## src/rtl/pipe_stage.sv

```systemverilog
// Pipeline register with valid/ready handshake, optional 2-entry skid buffer and synchronous flush.
// Payload is opaque and passed bit-exact; data registers reset to RESET_VAL.
module pipe_stage #(
  parameter int unsigned      WIDTH          = 64,
  parameter bit               SKID           = 1'b1,
  parameter logic [WIDTH-1:0] RESET_VAL      = '0,
  parameter bit               CLEAR_ON_FLUSH = 1'b1
) (
  input  logic             clock,
  input  logic             reset,
  input  logic             flush_i,
  input  logic             in_valid_i,
  output logic             in_ready_o,
  input  logic [WIDTH-1:0] in_data_i,
  output logic             out_valid_o,
  input  logic             out_ready_i,
  output logic [WIDTH-1:0] out_data_o,
  output logic [1:0]       count_o
);

  typedef enum logic [1:0] {
    StEmpty = 2'd0,
    StBusy  = 2'd1,
    StFull  = 2'd2
  } state_e;

  logic in_fire;
  logic out_fire;

  assign in_fire  = in_valid_i & in_ready_o;
  assign out_fire = out_valid_o & out_ready_i;

  if (SKID) begin : gen_skid
    state_e           state_q;
    logic [WIDTH-1:0] main_q;
    logic [WIDTH-1:0] skid_q;
    logic             in_ready_q;

    // in_ready_q tracks (next state != FULL) so upstream never sees a combinational path.
    always_ff @(posedge clock or negedge reset) begin
      if (!reset) begin
        state_q    <= StEmpty;
        main_q     <= RESET_VAL;
        skid_q     <= RESET_VAL;
        in_ready_q <= 1'b1;
      end else if (flush_i) begin
        state_q    <= StEmpty;
        in_ready_q <= 1'b1;
        if (CLEAR_ON_FLUSH) begin
          main_q <= RESET_VAL;
          skid_q <= RESET_VAL;
        end
      end else begin
        unique case (state_q)
          StEmpty: begin
            if (in_fire) begin
              main_q  <= in_data_i;
              state_q <= StBusy;
            end
            in_ready_q <= 1'b1;
          end
          StBusy: begin
            if (in_fire && out_fire) begin
              main_q     <= in_data_i;
              in_ready_q <= 1'b1;
            end else if (in_fire) begin
              skid_q     <= in_data_i;
              state_q    <= StFull;
              in_ready_q <= 1'b0;
            end else if (out_fire) begin
              state_q    <= StEmpty;
              in_ready_q <= 1'b1;
            end else begin
              in_ready_q <= 1'b1;
            end
          end
          StFull: begin
            if (out_fire) begin
              main_q     <= skid_q;
              state_q    <= StBusy;
              in_ready_q <= 1'b1;
            end else begin
              in_ready_q <= 1'b0;
            end
          end
          default: begin
            state_q    <= StEmpty;
            in_ready_q <= 1'b1;
          end
        endcase
      end
    end

    assign in_ready_o  = in_ready_q;
    assign out_valid_o = (state_q != StEmpty);
    assign out_data_o  = main_q;

    always_comb begin
      count_o = 2'd0;
      unique case (state_q)
        StEmpty: count_o = 2'd0;
        StBusy:  count_o = 2'd1;
        StFull:  count_o = 2'd2;
        default: count_o = 2'd0;
      endcase
    end
  end else begin : gen_no_skid
    logic             valid_q;
    logic [WIDTH-1:0] main_q;

    always_ff @(posedge clock or negedge reset) begin
      if (!reset) begin
        valid_q <= 1'b0;
        main_q  <= RESET_VAL;
      end else if (flush_i) begin
        valid_q <= 1'b0;
        if (CLEAR_ON_FLUSH) begin
          main_q <= RESET_VAL;
        end
      end else if (in_fire) begin
        valid_q <= 1'b1;
        main_q  <= in_data_i;
      end else if (out_fire) begin
        valid_q <= 1'b0;
      end
    end

    assign in_ready_o  = ~valid_q | out_ready_i;
    assign out_valid_o = valid_q;
    assign out_data_o  = main_q;
    assign count_o     = {1'b0, valid_q};
  end

endmodule

```

## config.mk

```make
export PLATFORM = sky130hd
export DESIGN_NAME = pipe_stage
export DESIGN_NICKNAME = d
export VERILOG_FILES = /design/src/rtl/pipe_stage.sv
export SDC_FILE = /design/constraint.sdc
export NUM_CORES = 1
export LEC_CHECK = 0
export CAP_MARGIN = 20
export CORE_MARGIN = 8
export CORE_UTILIZATION = 45
export CTS_CLUSTER_DIAMETER = 50
export DETAILED_ROUTE_END_ITERATION = 16
export GPL_ROUTABILITY_DRIVEN = 0
export PLACE_DENSITY = 0.7
export SYNTH_ARGS = -nofsm -noshare
export SYNTH_HDL_FRONTEND = slang
export SYNTH_SLANG_ARGS = --single-unit
```

## constraint.sdc

```tcl
create_clock -name clock -period 6 [get_ports clock]
set_input_delay 0.6 -clock clock [delete_from_list [all_inputs] [get_ports clock]]
set_output_delay 0.6 -clock clock [all_outputs]
set_load 0.005 [all_outputs]
```

## After elaboration in Yosys (flattened, before gate mapping)

Cells that the tools add are included.

- Register bits after elaboration: 131
- Bits in latches: 0
- RAM bits: 0
- Memory bits (read-only): 0
- Input bits: 69
- Output and inout port bits: 68
- Logic and storage cells: 44
- Memories kept: 0

- Add/subtract/negate cells: 0
- $mul: 0
- Divide/modulo/power cells: 0
- $lt $le $gt $ge: 0
- Equal/unequal tests: 8
- Shifts and indexed selects: 0
- Muxes and demuxes: 21
- Bitwise gates (word level): 2
- Reduce and logical (&&, ||, !) cells: 9

Operator list:

| kind | number |
|---|---|
| $mux 64 | 7 |
| $pmux 64 s3 | 1 |
| $mux 2 | 6 |
| $ne 3x3->1 const B | 4 |
| $reduce_and 4->1 | 2 |
| $pmux 2 s3 | 1 |
| $reduce_bool 2->1 | 3 |
| $mux 1 | 4 |
| $ne 4x4->1 const B | 1 |
| $pmux 2 s2 | 1 |
| $reduce_bool 4->1 | 1 |
| $reduce_and 3->1 | 1 |
| $and 1x1->1 | 2 |
| $eq 2x1->1 const B | 1 |
| $eq 2x2->1 const B | 1 |
| $logic_not 2->1 | 1 |
| $ne 2x2->1 const B | 1 |
| $pmux 1 s2 | 1 |
| $logic_and 1x1->1 | 1 |

## Depth between registers and ports, before layout

Gate-level depths: netlist of the first run.

- Depth in word-level cells: 7
- Mapped depth: 9
- Gate-level depth less buffers: 6

## Least setup slack after synthesis of the first run

No wires, ideal clock.

- Kind: input to register
- Start point: input in_valid_i
- End point: register gen_skid.main_q[0] (netlist: out_data_o[0])
- Setup time: 125 ps
- Arrival: 1931 ps
- Required time: 5875 ps
- Path slack: 3944 ps
- Cell stages on the path: 7
- Buffers on the path: 3
- Cell sequence: and2_1 > buf_2 > o32ai_2 > a211o_1 > buf_6 > buf_12 > mux2_4

- Longest elaborated chain between the ends: 4
- Elaborated cells on any way between the ends: 5
- Those cells by class: eq/ne: 2; bitwise: 1; reduce/logical: 2

Ends and longest elaborated chain:

| what | line | RTL |
|---|---|---|
| from (decl) | 12 | `input logic in_valid_i,` |
| $and 1x1->1 * | 30 | `assign in_fire = in_valid_i & in_ready_o;` |
| $logic_and 1x1->1 | 63 | `if (in_fire && out_fire) begin` |
| $ne 3x3->1 (no line) | n/a |  |
| $reduce_and 4->1 (no line) * | n/a |  |
| to (signal assigned) | 57 | `main_q <= in_data_i;` |
| to (signal assigned) | 64 | `main_q <= in_data_i;` |
| to (signal assigned) | 79 | `main_q <= skid_q;` |
| to (decl) | 35 | `logic [WIDTH-1:0] main_q;` |

Mark *: on every way between the ends. The rest lies on a longest branch, timed or not.
A chain may end at the register's enable or synchronous reset.

## Final worst setup path of the first run

- Start point: register gen_skid.state_q[0]
- End point: output count_o[1]

- Longest elaborated chain between the ends: 2
- Elaborated cells on any way between the ends: 3
- Those cells by class: eq/ne: 2; mux: 1

Ends and longest elaborated chain:

| what | line | RTL |
|---|---|---|
| from (decl) | 34 | `state_e state_q;` |
| from (signal assigned) | 42 | `state_q <= StEmpty;` |
| from (signal assigned) | 47 | `state_q <= StEmpty;` |
| from (signal assigned) | 58 | `state_q <= StBusy;` |
| $eq 2x2->1 or $eq 2x1->1 (tied branches) | 100 | `unique case (state_q)` |
| $pmux 2 s2 * | 100 |  |
| to (decl) | 18 | `output logic [1:0] count_o` |

Marks and branches as above.

==> impl_metrics.csv, run 1 <==
group,metric,value,unit
run,drv_cap,0,
clocking,clk_pin_slew,0.05,ns
setup_path,critPathMaxFanout,57,
timing,tightest_slew,0.951,ns
timing,setup_violations,0,
clocking,clk-insertion-delay-late,0.41,ns
synth,avgSynthCellArea,10.9,um^2
clocking,cts_setup_buffers,0,
synth,synth_most_common_cell,"nand2_1",
setup_path,required,5.40,ns
outcome,status,"finished, final reports clean",
floorplanning,io_pins,137,
setup_path,worst-endpoint-arrival,2.37,ns
timing,setup_tns,0,ns
clocking,post_cts_resized,0,
routing,drt-wirelength-per-cell,16.9,um
synth,yosys-top-cells-count,"nand2_1 (131), dfrtp_1 (130), a21oi_1 (65), mux2i_1 (64), nor2_1 (64)",
synth,synthDistinctLibCells,30,
hold_path,hold_class,"input port to asynchronous set/reset pin",
timing,fmax,337,MHz
timing,min_period_over_period,49.5,%
final_layout,layout-drive-gt1-share,14.9,%
final_layout,antenna_cells,0,
floorplanning,die-area,0.0183,mm^2
global_route,grt_first_pass_wirelength,24800,um
routing,vias,4530,
timing,final_max_slew_viol_count,0,
timing,fin_crit,2.97,ns
global_route,antenna_found_initial,0,
power_and_ir_drop,p_per_area,458,mW/mm^2
setup_path,crit_path_start_kind,"flop",
synth,synth.net_count,662,
global_route,grt_pass1_vias,4793,
clocking,cts_max_level,4,
placed_design,hpwl,9800,um
floorplanning,rows,43,
routing,via_per_inst,5.03,
routing,drtIter0Drc,353,
setup_path,regToRegSetupSlack,3.29,ns
global_route,grt-ovfl-total,0,
routing,antenna_left,0,
clocking,cts_tree,"built",
power_and_ir_drop,p_leak,0.00363,uW
clocking,numCtsBuffers,17,
synth,synthCells,589,
synth,synth.area.top_cells,"dfrtp_1 (51%), mux2_4 (14%), mux2i_1 (10%), nand2_1 (7.7%), a21oi_1 (5.1%)",
timing,fin_skew,0.00528,ns
final_layout,area_growth,32.2,%
timing,hold_violations,0,
floorplanning,core_area,0.0139,mm^2
setup_path,regToRegStartpoint,"gen_skid.state_q[0]",
timing,rsz0062_at_grt,"false",
routing,drt-total-wl,15200,um
power_and_ir_drop,ir_worst_vdd,0.246,mV
setup_path,critical-path-max-stage-delay,0.59,ns
final_layout,final_nets,780,
timing,slew_headroom,36.6,%
global_route,groute.usage.overall,17.1,%
synth,yosysSeqAreaShare,51.1,%
floorplanning,chipHeight,135,um
placed_design,portBuffers,136,
setup_path,endpoint_kind,"primary output",
setup_path,timing.rr.end,"out_data_o[15]",
synth,synth_flop_cell,"dfrtp_1",
synth,synthArstFlopShare,100,%
clocking,clockBufferDepth,2,
setup_path,reg2reg_depth,7,
power_and_ir_drop,power,3880,uW
floorplanning,start_util,46.2,%
synth,syn_area,0.00641,mm^2
global_route,grt_max_degree,96,
synth,yosys_warnings,0,
setup_path,crit_type,"flop to primary output",
synth,synth_edf_count,0,
floorplanning,fp.dieW,135,um
routing,dr.pass1.iters,4,
clocking,cts.sinks,131,
synth,synth-seq-cells,131,
synth,synth_top_area_share,50.7,%
clocking,ctsHoldBuffers,0,
synth,synth_top_cell_by_area,"dfrtp_1",
routing,drc,0,
setup_path,critPathSlowestCell,"clkdlybuf4s50_1",
setup_path,worstPathCellList,"inv_1 > ha_4 > buf_4 > buf_16 > clkdlybuf4s50_1",
clocking,clockRootBuffer,"clkbuf_16",
==> flip-flops by register name (all words and copies together) (netlist names) <==
register / flops
gen_skid.skid_q: 64
gen_skid.state_q: 2
in_ready_o: 1
out_data_o: 64
==> through the flow <==
step           utilization [%]  setup WS (ns)  instance area (um^2)  hold slack [ns]  instances
2_1_floorplan                -           3.94                  6410            0.304        589
3_3_place_gp              56.0           2.90                  7780            0.492        866
3_5_place_dp              56.2           3.04                  7810            0.496        867
4_1_cts                   60.9           2.61                  8450            0.164        899
5_1_grt                   61.1           2.92                  8480            0.179        900
6_report                  61.1           3.03                  8480            0.153        900
==> per-layer routing <==
layer  part of all wire (%)  up-vias  track usage [%]
li1                       -     2197                -
met4                    1.2        0             5.80
met3                    5.1       14             4.75
met2                     50       99             28.6
met5                      0        -                0
met1                     43     2220             20.8
==> where the power goes <==
part	total [uW]	internal [uW]	switching [uW]
clock network	1100	731	371
logic	1470	885	584
registers	1310	1150	168
==> worst max path at each step <==
stage,startpoint,endpoint,slack [ns],depth (start not counted)
after CTS,gen_skid.state_q[0],count_o[1],2.61,4
after global routing,gen_skid.state_q[0],count_o[1],2.92,5
after floorplan,in_valid_i,out_data_o[0],3.94,7
final,gen_skid.state_q[0],count_o[1],3.03,5
after detailed placement,in_valid_i,out_data_o[15],3.04,6
after global placement,in_valid_i,out_data_o[15],2.90,5
==> critical path: cells and delay by family, from the launching register on <==
kind / cells / cell delay, ns
buffers and inverters: 4 / 1.36
DFF: 1 / 0.42
adders and majority gates: 1 / 0.15
==> cells by family after synthesis <==
group                      after synthesis  synth area share (%)
muxes                                  128                  24.7
AOI/OAI and AO/OA                       71                  5.93
DFF                                    131                  51.1
and+or+nand+nor                        207                  12.7
buffers and inverters                   47                  4.62
xor gates and xnor gates                 1                 0.137
adders and majority gates                4                 0.780
==> placed cells by master (no fill, tap or decap), types with 2 or more instances in the layout <==
| cell | n |
|---|---|
| a21oi_1 | 65 |
| buf_16 | 2 |
| buf_4 | 6 |
| bufinv_16 | 3 |
| clkbuf_16 | 17 |
| clkbuf_8 | 7 |
| clkdlybuf4s50_1 | 134 |
| clkinvlp_4 | 3 |
| dfrtp_1 | 130 |
| ha_1 | 3 |
| inv_1 | 3 |
| mux2_1 | 4 |
| mux2_4 | 60 |
| mux2i_1 | 64 |
| nand2_1 | 131 |
| nand2b_1 | 3 |
| nor2_1 | 64 |
| nor3_1 | 2 |
| o21ai_1 | 2 |
==> area by class of cell <==
cell class              instances  area, um^2
multi-input cells             411        2870
clock buffers                  25         526
flip-flops and latches        131        3280
repair buffers                143        1450
clock inverters                 7         118
inverters                       3        11.3
well taps                     180         225
fillers                      1110        5400
No activity file was read; power rests on OpenSTA's default activity.
==> run 2, diff against run 1 <==
- clock period: 6 -> 2.8 ns (I/O delays scaled with it)
==> run 2 against run 1 <==
Clock skew grew 0.0019 ns. Global-route usage grew 0.72 points. Critical path depth shrank 1. Largest cell class unchanged. Sequential share of layout area shrank 0.068 points. First-iteration DRC count shrank 7.1%. Critical endpoint unchanged.
==> impl_metrics.csv, run 2 (synthesis gave the netlist of run 1 again) <==
group,metric,value,unit
final_layout,final_core_util,61.2,%
final_layout,final_nets,784,
power_and_ir_drop,clkPwrFrac,27.1,%
timing,fmax,400,MHz
setup_path,crit_family,"buffers and inverters",
global_route,grt_max_degree,75,
power_and_ir_drop,swShare,29.9,%
clocking,clockBufferDepth,2,
power_and_ir_drop,ir_worst_vdd,0.506,mV
final_layout,layout-drive-gt1-share,15.2,%
final_layout,area_growth,32.4,%
final_layout,antenna_cells,0,
power_and_ir_drop,p_comb_share,38.7,%
outcome,status,"finished, final reports clean",
power_and_ir_drop,cell_internal_pwr,5810,uW
setup_path,critical-path-max-stage-delay,0.60,ns
power_and_ir_drop,p_leak,0.00362,uW
routing,antenna_left,0,
timing,hold_slack,0.296,ns
placed_design,postPlaceCellArea,0.00788,mm^2
setup_path,required,2.52,ns
floorplanning,chipHeight,135,um
timing,fin_crit,2.50,ns
clocking,cts_setup_buffers,0,
global_route,antenna_found_initial,0,
timing,slew_headroom,63.1,%
setup_path,worst-endpoint-arrival,2.22,ns
timing,setup_tns,0,ns
timing,fin_skew,0.00715,ns
placed_design,hpwl,10400,um
routing,drc,0,
final_layout,final_common_cell,"clkdlybuf4s50_1",
global_route,grt-ovfl-total,0,
power_and_ir_drop,net-switching-power,2480,uW
routing,dr.pass1.iters,6,
setup_path,crit_path_start_kind,"flop",
setup_path,crit_type,"flop to primary output",
clocking,clk_pin_slew,0.06,ns
timing,rsz0062_at_grt,"false",
floorplanning,rows,43,
routing,drtIter0Drc,328,
floorplanning,core_area,0.0139,mm^2
final_layout,final_area,0.00849,mm^2
setup_path,worstPathCellList,"inv_1 > ha_4 > buf_12 > clkdlybuf4s50_1",
placed_design,portBuffers,136,
power_and_ir_drop,pwr-share-seq,34.1,%
timing,hold_violations,0,
clocking,cts.sinks,131,
routing,drt-total-wl,15600,um
floorplanning,io_pins,137,
setup_path,critPathMaxFanout,67,
clocking,cts_max_level,4,
routing,vias,4598,
power_and_ir_drop,p_per_area,976,mW/mm^2
routing,drt-wirelength-per-cell,17.3,um
global_route,grt_first_pass_wirelength,25900,um
clocking,clockRootBuffer,"clkbuf_16",
hold_path,hold_class,"input port to flop",
timing,setup_violations,0,
timing,final_max_slew_viol_count,0,
clocking,clk-insertion-delay-late,0.42,ns
final_layout,layout_common_cells,"clkdlybuf4s50_1 (134), nand2_1 (131), dfrtp_1 (130), a21oi_1 (65)",
clocking,cts_tree,"built",
setup_path,endpoint_kind,"primary output",
floorplanning,fp.dieW,135,um
timing,min_period_over_period,89.3,%
floorplanning,start_util,46.2,%
placed_design,place_inst,871,
routing,via_per_inst,5.09,
clocking,numCtsBuffers,17,
global_route,grt_pass1_vias,5012,
final_layout,n_fill_cell,1115,
setup_path,critPathBufInv,3,
final_layout,stdcell_count,904,
floorplanning,die-area,0.0183,mm^2
global_route,groute.usage.overall,17.8,%
run,drv_cap,0,
timing,tightest_slew,0.553,ns
setup_path,critPathSlowestCell,"clkdlybuf4s50_1",
==> run 2: per-stage QoR <==
step                total power, uW  worst slack [ns]
finish                         8290             0.301
global route                   8730             0.172
CTS                            8390             0.282
detailed placement             6100             0.367
global placement               6000             0.454
floorplan                      4740             0.751
==> run 2: repair_timing <==
item | in CTS | in global routing
hold buffers | 1 | 0
endpoints found under the hold margin | 56 | 0
gates resized for setup | 0 | 0
==> run 2: cell type report <==
| cell class | count | area [um^2] | area share, % |
|---|---|---|---|
| Sequential cell | 131 | 3280 | 38.6 |
| Clock inverter | 13 | 160 | 1.89 |
| Tap cell | 180 | 225 | 2.65 |
| Clock buffer | 19 | 443 | 5.22 |
| Multi-Input combinational cell | 411 | 2870 | 33.7 |
| Inverter | 3 | 11.3 | 0.133 |
| Timing Repair Buffer | 147 | 1510 | 17.8 |
==> run 2: path summary, 6_finish.rpt <==
kind | startpoint | cells after the start | endpoint | slack, ns
min reg2reg | out_data_o[15] | 1 | out_data_o[15] | 0.50
max reg2reg | gen_skid.state_q[0] | 7 | out_data_o[55] | 0.33
min | flush_i | 2 | gen_skid.skid_q[29] | 0.30
max in group asynchronous | reset | 3 | gen_skid.skid_q[10] | 1.61
min in group asynchronous | reset | 2 | out_data_o[39] | 0.42
max | gen_skid.state_q[0] | 4 | count_o[1] | 0.30
==> run 2: worst reg2reg max path: cells and delay by family (launching register included) <==
kind	cells	cell delay, ns
AOI/OAI and AO/OA	2	0.75
buffers and inverters	3	0.58
DFF	1	0.42
muxes	1	0.32
adders and majority gates	1	0.28
==> run 2: per-layer routing <==
layer  global-route usage, %  wire length (um)  up-vias
met2                    30.3              7930      103
met3                    5.34               825       22
met4                    6.48               244        0
met1                    20.8              6630     2265
li1                        -                 -     2208
met5                       0                 0        -
==> run 2: power groups by stage <==
stage / registers [uW] / clock network [uW] / logic, uW
after floorplan: 2790 / 0 / 1950
after global placement: 2830 / 0 / 3170
after detailed placement: 2850 / 0 / 3250
after CTS: 2840 / 2290 / 3270
after global routing: 2890 / 2380 / 3460
final: 2830 / 2250 / 3210
==> run 3, diff against run 2 <==
- CORE_MARGIN: 8 -> 3
- CTS_CLUSTER_DIAMETER: 50 -> not set
==> run 3 against run 2 <==
Die area decreased by 14%. Sequential power is essentially flat. Register-to-register slack improved by 0.18 ns. Total power is 2.8% lower. Clock-buffer cell count increased by 6. Combinational power shrank 2%. Critical path depth unchanged. Core utilization up 0.86 points. Largest power group unchanged. Clock power down 8%. Maximum frequency grew 1.4%. Wire length is 7.7% lower. Final cell count fell by 0.55%. Highest routed layer unchanged.
==> impl_metrics.csv, run 3 (synthesis gave the netlist of run 1 again) <==
group,metric,value,unit
outcome,status,"finished, final reports clean",
placed_design,postPlaceCellArea,0.00788,mm^2
global_route,grt-ovfl-total,0,
timing,slew_headroom,44.6,%
run,drv_cap,0,
global_route,groute.usage.overall,18.7,%
final_layout,n_fill_cell,1085,
floorplanning,die-area,0.0157,mm^2
timing,setup_violations,0,
clocking,ctsHoldBuffers,1,
placed_design,hpwl,9380,um
clocking,cts_max_level,4,
global_route,antenna_found_initial,0,
setup_path,crit_path_start_kind,"flop",
global_route,grt_first_pass_wirelength,23800,um
routing,drtIter0Drc,363,
floorplanning,fp.dieW,125,um
timing,fmax,406,MHz
floorplanning,chipHeight,125,um
power_and_ir_drop,ir_worst_vdd,0.440,mV
hold_path,hold_class,"input port to flop",
final_layout,final_common_cell,"clkdlybuf4s50_1",
routing,dr.pass1.iters,4,
clocking,cts.sinks,131,
setup_path,critical-path-max-stage-delay,0.60,ns
power_and_ir_drop,p_leak,0.00363,uW
hold_path,holdCritStartpoint,"flush_i",
routing,drt-wirelength-per-cell,16.0,um
placed_design,portBuffers,136,
setup_path,startpoint,"gen_skid.state_q[0]",
routing,via_per_inst,5.09,
clocking,clk-insertion-delay-late,0.41,ns
power_and_ir_drop,power,8050,uW
timing,hold_violations,0,
routing,drt-total-wl,14400,um
routing,antenna_left,0,
routing,drc,0,
floorplanning,io_pins,137,
final_layout,final_nets,785,
timing,final_max_slew_viol_count,0,
global_route,grt_max_degree,83,
setup_path,worstPathCellList,"inv_1 > ha_4 > buf_12 > clkdlybuf4s50_1",
global_route,grt_pass1_vias,4714,
final_layout,area_growth,31.6,%
clocking,clockRootBuffer,"clkbuf_16",
setup_path,required,2.52,ns
power_and_ir_drop,p_per_area,954,mW/mm^2
final_layout,final_core_util,62.0,%
clocking,cts_tree,"built",
final_layout,antenna_cells,0,
floorplanning,start_util,47.1,%
timing,tightest_slew,0.832,ns
final_layout,layout_common_cells,"clkdlybuf4s50_1 (134), nand2_1 (131), dfrtp_1 (130), a21oi_1 (65)",
final_layout,layout-drive-gt1-share,14.8,%
floorplanning,core_area,0.0136,mm^2
routing,vias,4578,
setup_path,critPathSlowestCell,"clkdlybuf4s50_1",
setup_path,endpoint_kind,"primary output",
timing,rsz0062_at_grt,"false",
clocking,clk_pin_slew,0.05,ns
clocking,cts_setup_buffers,0,
timing,setup_tns,0,ns
timing,fin_skew,0.00640,ns
clocking,numCtsBuffers,17,
setup_path,regToRegStartpoint,"gen_skid.state_q[0]",
floorplanning,rows,42,
timing,min_period_over_period,88.1,%
timing,fin_crit,2.47,ns
setup_path,worst-endpoint-arrival,2.19,ns
clocking,clockBufferDepth,2,
final_layout,final_area,0.00844,mm^2
setup_path,crit_type,"flop to primary output",
clocking,post_cts_resized,0,
setup_path,critPathMaxFanout,67,
[run 3: cell count changes in the layout (fill, tap and decap cells not counted)]
cell,change
buf_4,+2
buf_6,-1
bufinv_16,-2
clkbuf_1,+2
clkbuf_8,+4
clkinv_2,+1
clkinv_4,-2
clkinvlp_4,-5
[run 3: through the flow]
stage                     setup slack (ns)  std cells  hold slack, ns
after global routing                 0.232        899           0.162
after CTS                            0.314        899           0.151
final                                0.334        899           0.163
after global placement               0.597        868           0.305
after floorplan                      0.751        589         -0.0156
after detailed placement             0.500        868           0.306
[run 3: final cells by class]
type / instances / area [um^2] / share of cell area [%]
tap: 176 / 220 / 2.61
timing repair buffer: 148 / 1510 / 17.9
clock buffer: 25 / 505 / 5.99
inverter: 3 / 11.3 / 0.133
clock inverter: 5 / 50.0 / 0.593
sequential: 131 / 3280 / 38.8
multi-input combinational: 411 / 2870 / 33.9
[run 3: worst paths after layout]
| check | endpoint | slack (ns) | cells after the start |
|---|---|---|---|
| worst min register to register | out_data_o[43] | 0.51 | 1 |
| max in group asynchronous | gen_skid.skid_q[10] | 1.58 | 3 |
| worst max register to register | out_data_o[42] | 0.51 | 7 |
| worst max-delay path | count_o[1] | 0.33 | 4 |
| min in group asynchronous | gen_skid.skid_q[39] | 0.40 | 2 |
| worst min-delay path | gen_skid.state_q[0] | 0.16 | 2 |
[run 3: report_power, final]
| part | switching (uW) | internal (uW) |
|---|---|---|
| combinational | 1230 | 1930 |
| sequential | 375 | 2460 |
| clock | 742 | 1320 |
[run 3: critical path: cells and delay by family (launching register included)]
family	cells	cell delay (ns)
fa+ha+maj	1	0.17
buf+inv	3	1.17
flops	1	0.42
[run 3: routing by layer]
metal | global-route usage (%) | share of wire (%) | up-vias
li1 | - | - | 2199
met1 | 24.9 | 45 | 2258
met2 | 29.6 | 49 | 110
met3 | 5.54 | 4.7 | 11
met4 | 5.99 | 1.1 | 0
met5 | 0 | 0 | -
